### src/rtl/mux81_rr_arbiter_if.sv
// Request/grant bundle between the eight requesters and the mux81 select arbiter.
// The slave modport is the arbiter side; the master modport is the requester side.
interface mux81_rr_arbiter_if;
  logic [7:0] req;
  logic [7:0] gnt;
  logic [2:0] sel;
  logic       busy;

  modport slave  (input  req, output gnt, output sel, output busy);
  modport master (output req, input  gnt, input  sel, input  busy);
endinterface

### src/rtl/mux81_rr_arbiter.sv
// Rotating-priority arbiter that drives the mux81 select from a registered one-hot grant.
// Optional hold-time limit compiled in with `define MUX81_ARB_TIMEOUT_EN (uses MAX_HOLD).
module mux81_rr_arbiter #(
  parameter int MAX_HOLD = 4
) (
  input  logic                clk,
  input  logic                rst,
  mux81_rr_arbiter_if.slave   bus
);

  typedef enum logic [0:0] {
    IDLE  = 1'b0,
    GRANT = 1'b1
  } state_t;

  state_t      state_q, state_d;
  logic [2:0]  cur_q,   cur_d;
  logic [7:0]  gnt_q,   gnt_d;
  logic [2:0]  sel_q,   sel_d;
  logic        busy_q,  busy_d;

  logic [3:0]  pick_all;
  logic [3:0]  pick_oth;
  logic        take;
  logic [2:0]  take_idx;
  logic        go_idle;

`ifdef MUX81_ARB_TIMEOUT_EN
  localparam int               HOLD_W    = $clog2(MAX_HOLD);
  localparam logic [HOLD_W-1:0] HOLD_LAST = HOLD_W'(MAX_HOLD - 1);

  logic [HOLD_W-1:0] hold_q, hold_d;
`endif

  // First set bit of r searching upward from last+1 with wrap; result is {found, index}.
  function automatic logic [3:0] rr_pick(input logic [7:0] r, input logic [2:0] last);
    logic [3:0] res;
    logic [2:0] idx;
    res = 4'b0000;
    for (int k = 1; k <= 8; k++) begin
      idx = last + 3'(k);
      res = (!res[3] && r[idx]) ? {1'b1, idx} : res;
    end
    return res;
  endfunction

  // Next-state and next-output logic for the IDLE/GRANT controller.
  always_comb begin
    pick_all = rr_pick(bus.req, cur_q);
    pick_oth = rr_pick(bus.req & ~(8'b0000_0001 << cur_q), cur_q);

    state_d  = state_q;
    cur_d    = cur_q;
    gnt_d    = gnt_q;
    sel_d    = sel_q;
    busy_d   = busy_q;
    take     = 1'b0;
    take_idx = 3'd0;
    go_idle  = 1'b0;
`ifdef MUX81_ARB_TIMEOUT_EN
    hold_d   = hold_q;
`endif

    case (state_q)
      IDLE: begin
        if (pick_all[3]) begin
          take     = 1'b1;
          take_idx = pick_all[2:0];
        end else begin
          go_idle  = 1'b1;
        end
      end
      GRANT: begin
        if (!bus.req[cur_q]) begin
          // Owner released: hand straight over to the masked winner, else fall idle.
          if (pick_oth[3]) begin
            take     = 1'b1;
            take_idx = pick_oth[2:0];
          end else begin
            go_idle  = 1'b1;
          end
        end else begin
`ifdef MUX81_ARB_TIMEOUT_EN
          if ((hold_q == HOLD_LAST) && pick_oth[3]) begin
            take     = 1'b1;
            take_idx = pick_oth[2:0];
          end else if (hold_q != HOLD_LAST) begin
            hold_d   = hold_q + {{(HOLD_W-1){1'b0}}, 1'b1};
          end else begin
            hold_d   = hold_q;
          end
`else
          take = 1'b0;
`endif
        end
      end
      default: begin
        go_idle = 1'b1;
      end
    endcase

    if (take) begin
      state_d = GRANT;
      cur_d   = take_idx;
      gnt_d   = 8'b0000_0001 << take_idx;
      sel_d   = take_idx;
      busy_d  = 1'b1;
`ifdef MUX81_ARB_TIMEOUT_EN
      hold_d  = {HOLD_W{1'b0}};
`endif
    end else if (go_idle) begin
      // sel deliberately keeps its last value so mux81 Y does not move while idle.
      state_d = IDLE;
      gnt_d   = 8'h00;
      busy_d  = 1'b0;
    end else begin
      state_d = state_q;
    end
  end

  // State and output registers with synchronous reset.
  always_ff @(posedge clk) begin
    if (rst) begin
      state_q <= IDLE;
      cur_q   <= 3'd7;
      gnt_q   <= 8'h00;
      sel_q   <= 3'd0;
      busy_q  <= 1'b0;
`ifdef MUX81_ARB_TIMEOUT_EN
      hold_q  <= {HOLD_W{1'b0}};
`endif
    end else begin
      state_q <= state_d;
      cur_q   <= cur_d;
      gnt_q   <= gnt_d;
      sel_q   <= sel_d;
      busy_q  <= busy_d;
`ifdef MUX81_ARB_TIMEOUT_EN
      hold_q  <= hold_d;
`endif
    end
  end

  assign bus.gnt  = gnt_q;
  assign bus.sel  = sel_q;
  assign bus.busy = busy_q;

endmodule

### src/flat_wrapper.sv
// flat-port wrapper written by rule: the top's interface ports become plain ports
module mux81_rr_arbiter_flat 
#(
  parameter int MAX_HOLD = 4
)
  (clk, rst, bus_req, bus_gnt, bus_sel, bus_busy);
  mux81_rr_arbiter_if bus_i ();
  input  logic clk;
  input  logic rst;
  input wire logic [$bits(bus_i.req)-1:0] bus_req;
  output wire logic [$bits(bus_i.gnt)-1:0] bus_gnt;
  output wire logic [$bits(bus_i.sel)-1:0] bus_sel;
  output wire logic [$bits(bus_i.busy)-1:0] bus_busy;
  assign bus_i.req = bus_req;
  assign bus_gnt = bus_i.gnt;
  assign bus_sel = bus_i.sel;
  assign bus_busy = bus_i.busy;
  mux81_rr_arbiter #(.MAX_HOLD(MAX_HOLD)) u_core (.clk(clk), .rst(rst), .bus(bus_i));
endmodule
### config.mk
export PLATFORM = sky130hd
export DESIGN_NAME = mux81_rr_arbiter_flat
export DESIGN_NICKNAME = d
export VERILOG_FILES = /design/src/rtl/mux81_rr_arbiter_if.sv /design/src/rtl/mux81_rr_arbiter.sv /design/src/flat_wrapper.sv
export SDC_FILE = /design/constraint.sdc
export NUM_CORES = 1
export LEC_CHECK = 0
export ABC_AREA = 1
export BUFFER_PORTS_ARGS = -buffer_cell sky130_fd_sc_hd__buf_2
export CAP_MARGIN = 0
export CORE_MARGIN = 2
export CORE_UTILIZATION = 25
export CTS_BUF_LIST = sky130_fd_sc_hd__clkbuf_8
export CTS_CLUSTER_SIZE = 8
export DETAILED_ROUTE_END_ITERATION = 8
export PLACE_DENSITY_LB_ADDON = 0.1
export SETUP_SLACK_MARGIN = 0.02
export SLEW_MARGIN = 20
export SYNTH_ARGS = -nofsm -noshare
export SYNTH_HDL_FRONTEND = slang
export SYNTH_SLANG_ARGS = --single-unit
### constraint.sdc
create_clock -name clk -period 7.35 [get_ports clk]
set_input_delay 1.47 -clock clk [delete_from_list [all_inputs] [get_ports clk]]
set_output_delay 1.47 -clock clk [all_outputs]
set_load 0.01 [all_outputs]
# After elaboration in Yosys (flattened, before gate mapping)
# Index checks and enable logic that the tools add are counted.
[totals]
reg_bits = 15
n_memories = 0
mem_bits_ro = 0
latchBits = 0
in_bits = 10
mem_bits_rw = 0
[op_classes]
n_div = 0
eq_ne = 0
bitwise_logic = 3
n_addsub = 7
multipliers = 0
magnitude_cmp = 8
n_reduce_logical = 29
shift = 2
mux = 64
[op_table]
columns = ["operator", "count"]
rows = [
  ["$mux 4", 16],
  ["$bmux 1 s3", 16],
  ["$lt 3x4->1 const B", 8],
  ["$mux 1", 24],
  ["$mux 8", 2],
  ["$shl 1x3->8 const A", 2],
  ["$logic_and 1x1->1", 14],
  ["$logic_not 1->1", 14],
  ["$add 3x3->3 const B", 4],
  ["$mux 3", 3],
  ["$and 8x8->8", 1],
  ["$not 8->8", 1],
  ["$add 3x2->3 const B", 2],
  ["$pmux 3 s2", 1],
  ["$pmux 1 s2", 2],
  ["$add 3x1->3 const B", 1],
  ["$reduce_bool 2->1", 1],
  ["$not 1->1", 1],
]

# Depth between registers and ports, before layout
# Gate-level depths: netlist of run 1.
[depth]
ltp_word = 32
depth_mapped = 25

# Least setup slack after synthesis of run 1
# Ideal clock, no wire load.
[synth_path]
kind = "input to register"
startpoint = "input bus_req[2]"
endpoint = "register u_core.gnt_q[2] (netlist: u_core.bus.gnt[2])"
setup_slack_ns = 4.349
cell_stages = 16
t_arrival_ns = 2.930
setup_ns = 0.071
path_buffers = 0
cell_sequence = "nand2_1 inv_1 nand2_4 nand3_4 nand3_2 nand2_4 nor2_4 nand4_2 nor2_4 nand3b_1 or2_0 nand2_1 nand2_2 nand2_4 nand3_1 a21oi_1"
[synth_via]
elab_chain_cells = 30
[synth_lines]
columns = ["element", "line", "source"]
rows = [
  ["start: declaration", "flat_wrapper.sv:10", "input wire logic [$bits(bus_i.req)-1:0] bus_req;"],
  ["$and 8x8->8", "mux81_rr_arbiter.sv:50", "pick_oth = rr_pick(bus.req & ~(8'b0000_0001 << cur_q), cur_q);"],
  ["$bmux 1 s3", "mux81_rr_arbiter.sv:42", "res = (!res[3] && r[idx]) ? {1'b1, idx} : res;"],
  ["$mux 1 (not written as such)", "mux81_rr_arbiter.sv:42", ""],
  ["$mux 4", "mux81_rr_arbiter.sv:42", ""],
  ["$logic_not 1->1", "mux81_rr_arbiter.sv:42", ""],
  ["$logic_and 1x1->1", "mux81_rr_arbiter.sv:42", ""],
  ["$mux 4", "mux81_rr_arbiter.sv:42", ""],
  ["$logic_not 1->1", "mux81_rr_arbiter.sv:42", ""],
  ["(+14 left out)", "-", ""],
  ["$logic_not 1->1", "mux81_rr_arbiter.sv:42", ""],
  ["$logic_and 1x1->1", "mux81_rr_arbiter.sv:42", ""],
  ["$mux 4", "mux81_rr_arbiter.sv:42", ""],
  ["$mux 3", "mux81_rr_arbiter.sv:76", "if (pick_oth[3]) begin"],
  ["$mux 3", "mux81_rr_arbiter.sv:74", "if (!bus.req[cur_q]) begin"],
  ["$pmux 3 s2", "mux81_rr_arbiter.sv:64", "case (state_q)"],
  ["$shl 1x3->8", "mux81_rr_arbiter.sv:105", "gnt_d = 8'b0000_0001 << take_idx;"],
  ["$mux 8", "mux81_rr_arbiter.sv:102", "if (take) begin"],
  ["end signal: assignment", "mux81_rr_arbiter.sv:135", "gnt_q <= gnt_d;"],
  ["end: declaration", "mux81_rr_arbiter.sv:18", "logic [7:0] gnt_q, gnt_d;"],
]
# Several ways; a longest one is shown, not always the timed one. The select of a mux whose other input is x is not followed.
# A chain may end at the register's enable or synchronous reset.

# Final worst setup path of run 1
[layout_path]
startpoint = "register u_core.cur_q[1]"
endpoint = "register u_core.sel_q[1] (netlist: u_core.bus.sel[1])"
[layout_via]
elab_chain_cells = 30
[layout_lines]
columns = ["element", "line", "source"]
rows = [
  ["start: declaration", "mux81_rr_arbiter.sv:17", "logic [2:0] cur_q, cur_d;"],
  ["start signal: assignment", "mux81_rr_arbiter.sv:134", "cur_q <= cur_d;"],
  ["branches (longest 30 deep; another with $add 3x1->3)", "-", ""],
  ["end signal: assignment", "mux81_rr_arbiter.sv:136", "sel_q <= sel_d;"],
  ["end: declaration", "mux81_rr_arbiter.sv:19", "logic [2:0] sel_q, sel_d;"],
]
# Parallel ways; which one is timed is not known. The select of a mux whose other input is x is not followed.

==> metrics.md, run 1 <==
| Metric | Value |
|---|---|
| Site row count | 33 |
| Hold Crit Class | flip-flop to flip-flop |
| Cell accounting for the most synthesized area | nand3_1 |
| Max cap viols | 0 |
| Slack of the worst reg-to-reg path | 3.09 ns |
| Sequential Area | 300 um^2 |
| Required @ worst endpoint | 7.51 ns |
| Clock skew | 0.00558 ns |
| Clock tree buffer depth | 2 |
| H-tree depth | 1 |
| Synth top area share | 21.4% |
| Area Growth Syn to Fin | 9.06% |
| Crit path DAT | 4.41 ns |
| DR vias/cell | 4.85 |
| Leading cell type in the layout, fill and taps excluded | nand2_1 |
| Pin count of the biggest net entering global routing | 22 |
| Die Ht | 94.7 um |
| Dominant cells by area after synthesis | nand3_1, nand2_1, dfxtp_1 |
| CP Capture Type | flip-flop |
| Combinational family with the most area after synthesis | simple AND/OR/NAND/NOR gates |
| Post-synthesis compound-gate area fraction | 6.87% |
| Num CTS Buffers | 3 |
| Drt first pass iters | 4 |
| Fmax | 0.235 GHz |
| Unrepaired setup endpoints after global routing | no |
| Outcome | finished, final reports clean |
| Cell area after synthesis | 2060 um^2 |
| Core area | 8090 um^2 |
| Most frequent cells in the layout | nand2_1, nand3_1, inv_1 |
| Antenna violations before repair | 0 |
| Antenna Cells | 0 |
| Via count | 2,300 |
| Critical path type | flip-flop to flip-flop |
| Worst slack, placed | 3.13 ns |
| Residual DRC count | 0 |
| Fillcell total | 956 |
| Post-CTS Setup Bufs | 0 |
| CTS tree | done |
| Initial DRC count | 102 |
| Ratio of cells with drive above 1 in the final layout | 14.6% |
| Setup ws final | 3.09 ns |
| Adder-cell share of the synthesized area | 4.26% |
| Yosys reg bits | 15 |
| Slew HR | 40.3% |
| CTS sink count | 15 |
| Tmin final | 4.26 ns |
| Vias in the first global route | 2,356 |
| Cells after Synth | 356 |
| # IOs | 22 |
| Gpl congestion | 0.832 |
| Post-cts sizing count | 0 |
| Port bufs | 21 |
| Startpoint types | flip-flop |
| Final wirelength | 6580 um |
| GR Util All Layers | 15.7% |
| Critical path fanouts, max | 18 |
| Setup TNS | 0 ns |
| Skew-Pair Late Insertion Delay | 0.25 ns |
| Final hold vios | 0 |
| Net Count, Synth | 373 |
| Post-CTS Hold Fix Bufs | 0 |
| Dpl hpwl | 5240 um |
| First-pass GRT wire length | 11,100 um |
| Multi-input gate area | 1500 um^2 |
| Final setup fails | 0 |
| Post-route ant nets | 0 |
| Placed cell count | 470 |
| Die Width | 94.7 um |
| Total gr overflow | 0 |
| Post-synthesis sequential area ratio | 14.6% |
| Yosys warns | 0 |
| Synth Area in Simple Gates | 60.3% |
| Period utilization | 57.9% |
| Drt wl/cell | 13.9 um |
| Avg Cell Area, Syn | 5.78 um^2 |
| Mux contribution to synthesized area | 0% |
| Nets | 387 |
| Die Area | 8970 um^2 |
| Xor-xnor portion of the synthesized cell area | 1.64% |
| Final Max Slew Viols | 0 |
| Initial core utilization | 25.4% |
| Unique masters post-synth | 36 |
| Fin cells | 474 |
| CTS root buffer | clkbuf_8 |
| Clk pin slew, worst setup/hold paths | 0.06 ns |
| Actual slew at the worst max-slew pin | 0.895 ns |
-- routing by layer --
metal	share of wire, %	track usage (%)	routed length (um)
met1	46	19.7	3030
met2	48	27.8	3150
met3	3.7	1.36	242
met4	2.4	5.56	157
met5	0	0	0
-- kinds of logic after synthesis --
family                   after synthesis
AO/OA/AOI/OAI                         26
XOR/XNOR                               3
adder cells (fa/ha/maj)                7
buffers and inverters                 52
flip-flops                            15
AND/OR/NAND/NOR                      253
-- registers in the layout, indices dropped and copies added, names as in the netlist --
signal / cells
u_core.bus.gnt: 8
u_core.bus.sel: 3
u_core.cur_q: 3
u_core.state_q: 1
-- worst max-delay path, cell delays in order (launching register included) --
cell and delay [ns]:
dfxtp_1 0.80, inv_1 0.53, ha_1 0.82, inv_1 0.38
nand3_1 0.18, nand2_1 0.08, inv_1 0.05, nand2_1 0.06
nand2_1 0.14, inv_1 0.09, nand3_1 0.10, inv_1 0.06
nand3_1 0.06, nand4_1 0.10, a21oi_1 0.12, nand3_1 0.08
nand2_1 0.19, nand2_4 0.10, inv_1 0.08, nand2_1 0.05
nand2_1 0.05, inv_1 0.04
-- area by class of cell --
cell class / instances / area share, %
clock inverter: 1 / 0.223
timing repair buffer: 21 / 4.68
sequential: 15 / 13.4
clock buffer: 3 / 1.84
multi-input combinational: 289 / 67.0
tap: 105 / 5.85
inverter: 40 / 7.02
-- cells in the mapped netlist --
| library cell | instances |
|---|---|
| and2_1 | 2 |
| nor2_1 | 17 |
| nand3_2 | 3 |
| nor3_1 | 1 |
| o21ai_0 | 2 |
| clkbuf_1 | 1 |
| xor2_1 | 1 |
| a21oi_2 | 1 |
| inv_4 | 1 |
| buf_4 | 4 |
| nand3_1 | 88 |
| nand3b_1 | 1 |
| inv_2 | 2 |
| nand4_1 | 10 |
| ha_1 | 7 |
| nand2_2 | 5 |
| buf_2 | 4 |
| nand2_4 | 5 |
| nor2_4 | 5 |
| a21oi_1 | 18 |
| o21bai_1 | 1 |
| inv_1 | 36 |
| and2_2 | 1 |
| o211ai_1 | 2 |
| dfxtp_1 | 15 |
| buf_6 | 2 |
| nand2_1 | 110 |
| xnor2_1 | 1 |
| buf_12 | 1 |
| xnor2_2 | 1 |
| nand3_4 | 1 |
| or2_0 | 1 |
| inv_6 | 1 |
| nand4_2 | 2 |
| nor2_2 | 1 |
| o21ai_1 | 2 |
-- final timing paths --
| check | cells after the start | endpoint | start |
|---|---|---|---|
| setup / recovery | 21 | u_core.bus.sel[1]$_SDFFE_PP0P_ | u_core.cur_q[1]$_SDFFE_PP1P_ |
| setup reg to reg | 21 | u_core.bus.sel[1]$_SDFFE_PP0P_ | u_core.cur_q[1]$_SDFFE_PP1P_ |
| hold / removal | 2 | u_core.bus.gnt[5]$_SDFFE_PP0P_ | u_core.bus.gnt[5]$_SDFFE_PP0P_ |
| hold reg to reg | 2 | u_core.bus.gnt[5]$_SDFFE_PP0P_ | u_core.bus.gnt[5]$_SDFFE_PP0P_ |
-- metrics by stage --
| stage | hold slack [ns] | instance area [um^2] | util [%] |
|---|---|---|---|
| after global placement | 0.451 | 2200 | 27.2 |
| after floorplan | 0.490 | 2060 | - |
| after detailed placement | 0.457 | 2200 | 27.2 |
| final | 0.462 | 2240 | 27.7 |
| after CTS | 0.467 | 2240 | 27.7 |
| after global routing | 0.488 | 2240 | 27.7 |
Power of run 1 is not shown: default switching activity piles up to over one toggle a cycle in this logic, so the estimate is an artifact.
==> run 2, diff against run 1 <==
==> constraint.sdc (replaced) <==
create_clock -name clk -period 4.2 [get_ports clk]
set_input_delay 0.84 -clock clk [delete_from_list [all_inputs] [get_ports clk]]
set_output_delay 0.84 -clock clk [all_outputs]
set_load 0.01 [all_outputs]
==> metrics.md, run 2 (synthesis gave the netlist of run 1 again) <==
| Metric | Value |
|---|---|
| Most frequent cells in the layout | nand2_1, nand3_1, inv_1 |
| Residual DRC count | 0 (unchanged) |
| Dpl hpwl | 5410 um (+3.2%) |
| R2R cell count | 16 (-24%) |
| Placed cell count | 476 (+1.3%) |
| Crit path max-delay cell type | dfxtp_1 |
| First-pass GRT wire length | 10,700 um (-3.6%) |
| Actual slew at the worst max-slew pin | 0.587 ns (-0.308 ns) |
| Max FFs per register | 8 (unchanged) |
| Crit-path max cell delay | 0.57 ns (-0.25 ns) |
| Initial core utilization | 25.4% (unchanged) |
| Final hold vios | 0 (unchanged) |
| Final wirelength | 6620 um (+0.49%) |
| Die Area | 8970 um^2 (unchanged) |
| Grt met1 use | 20.9% (+1.3 points) |
| CTS root buffer | clkbuf_8 |
| Buf+Inv Stages, Crit Path | 2 (-5) |
| Met3 layer usage reported by global route | 1.52% (+0.16 points) |
| Crit path cell chain | inv_4 -> ha_1 -> inv_1 -> nand3_1 -> nand3_1 -> nand2_4 -> nor2_4 -> nand4_2 -> nor2_4 -> nand3b_1 -> or2_0 -> nand2_1 -> nand2_2 -> nand2_4 -> nand3_1 -> a21oi_1 |
| Die Ht | 94.7 um (unchanged) |
| Fin cells | 480 (+1.3%) |
| Site row count | 33 (unchanged) |
| CP Capture Type | flip-flop |
| Post-cts sizing count | 0 (unchanged) |
| Outcome | finished, final reports clean |
| DR vias/cell | 4.82 (-0.65%) |
| Drt first pass iters | 4 (unchanged) |
| Critical path fanouts, max | 21 (+3) |
| Via count | 2,314 (+0.61%) |
| Ratio of cells with drive above 1 in the final layout | 16.0% (+1.4 points) |
| Die Width | 94.7 um (unchanged) |
| Fmax | 0.316 GHz (+34%) |
| Unrepaired setup endpoints after global routing | no |
| R2R Path Start | u_core.cur_q[0]$_SDFFE_PP1P_ |
| Cell family with most CP delay | simple AND/OR/NAND/NOR gates |
| GR peak layer | met2 |
| Area Growth Syn to Fin | 11.2% |
| WP depth | 16 (-24%) |
| Gpl congestion | 0.836 (+0.38%) |
| Core area | 8090 um^2 (unchanged) |
| Vias in the first global route | 2,163 (-8.2%) |
| Worst reg2reg path endpoint | u_core.bus.gnt[7]$_SDFFE_PP0P_ |
| Max cap viols | 0 (unchanged) |
| Total gr overflow | 0 (unchanged) |
| Sequential Area | 300 um^2 (unchanged) |
| Num CTS Buffers | 3 (unchanged) |
| Crit path from | u_core.cur_q[0]$_SDFFE_PP1P_ |
| Post-route ant nets | 0 (unchanged) |
| Slack of the worst reg-to-reg path | 1.04 ns (-2.06 ns) |
| Most Frequent Cell on Critical Path | nand3_1 |
| CTS tree | done |
| Period utilization | 75.4% (+17 points) |
| Tmin final | 3.16 ns (-1.09 ns) |
| Hold_ws | 0.459 ns (-0.00306 ns) |
| # IOs | 22 (unchanged) |
| GR Util All Layers | 15.2% (-0.44 points) |
| Final setup fails | 0 (unchanged) |
| Clk pin slew, worst setup/hold paths | 0.06 ns (about the same) |
| Post-CTS Hold Fix Bufs | 0 (unchanged) |
| Final core utilization | 28.3% (+0.56 points) |
| Clock tree buffer depth | 2 (unchanged) |
| Leading cell type in the layout, fill and taps excluded | nand2_1 |
| Required @ worst endpoint | 4.38 ns (-3.13 ns) |
| Pin count of the biggest net entering global routing | 22 (unchanged) |
| Crit path DAT | 3.35 ns (-1.06 ns) |
| Drt wl/cell | 13.8 um (-0.77%) |
| Fillcell total | 969 (+1.4%) |
| Setup TNS | 0 ns (unchanged) |
| Post-CTS Setup Bufs | 0 (unchanged) |
| Clock skew | 0.00239 ns (-0.00319 ns) |
| CTS sink count | 15 (unchanged) |
| H-tree depth | 1 (unchanged) |
| Met2 Use GR | 26.1% (-1.7 points) |
| Initial DRC count | 148 (+45%) |
| Skew-Pair Late Insertion Delay | 0.25 ns (about the same) |
| Multi-input gate area | 1500 um^2 (unchanged) |
| Startpoint types | flip-flop |
| Antenna violations before repair | 0 (unchanged) |
| Setup crit end | u_core.bus.gnt[7]$_SDFFE_PP0P_ |
| Final Max Slew Viols | 0 (unchanged) |
| Slew HR | 60.6% (+20 points) |
| Critical path type | flip-flop to flip-flop |
| Antenna Cells | 0 (unchanged) |
| Port bufs | 21 (unchanged) |
| Nets | 393 (+1.6%) |
| Hold Crit Class | flip-flop to flip-flop |
-- run 2: stage by stage --
step | setup slack [ns] | cell area [um^2]
finish | 1.04 | 2290
global route | 0.639 | 2290
CTS | 0.978 | 2290
detailed placement | 0.999 | 2240
global placement | 1.03 | 2240
floorplan | 1.42 | 2060
-- run 2: final cells by class --
class | instances | share of cell area (%)
multi-input combinational | 289 | 65.7
clock inverter | 1 | 0.219
tap | 105 | 5.74
clock buffer | 3 | 1.80
sequential | 15 | 13.1
inverter | 40 | 6.89
timing repair buffer | 27 | 6.56
-- run 2: worst min path at each step --
stage                                   start  cells after the start  slack [ns]                        endpoint
2_1_floorplan  u_core.bus.gnt[0]$_SDFFE_PP0P_                      2        0.49  u_core.bus.gnt[0]$_SDFFE_PP0P_
3_3_place_gp   u_core.bus.gnt[2]$_SDFFE_PP0P_                      2        0.45  u_core.bus.gnt[2]$_SDFFE_PP0P_
3_5_place_dp   u_core.bus.gnt[7]$_SDFFE_PP0P_                      2        0.46  u_core.bus.gnt[7]$_SDFFE_PP0P_
4_1_cts        u_core.bus.gnt[7]$_SDFFE_PP0P_                      2        0.47  u_core.bus.gnt[7]$_SDFFE_PP0P_
5_1_grt        u_core.bus.gnt[7]$_SDFFE_PP0P_                      2        0.48  u_core.bus.gnt[7]$_SDFFE_PP0P_
6_report       u_core.bus.gnt[7]$_SDFFE_PP0P_                      2        0.46  u_core.bus.gnt[7]$_SDFFE_PP0P_
-- run 2: per-layer routing --
| metal | part of all wire [%] | routed length [um] |
|---|---|---|
| met2 | 48 | 3150 |
| met1 | 48 | 3170 |
| met5 | 0 | 0 |
| met4 | 0.53 | 35 |
| met3 | 3.9 | 260 |
-- run 2: worst min-delay path: cells and delay by family, from the launching register on --
family	cells	cell delay [ns]
and+or+nand+nor	1	0.05
AOI/OAI and AO/OA	1	0.05
DFF	1	0.30
Power of run 2 is left out for the same reason.
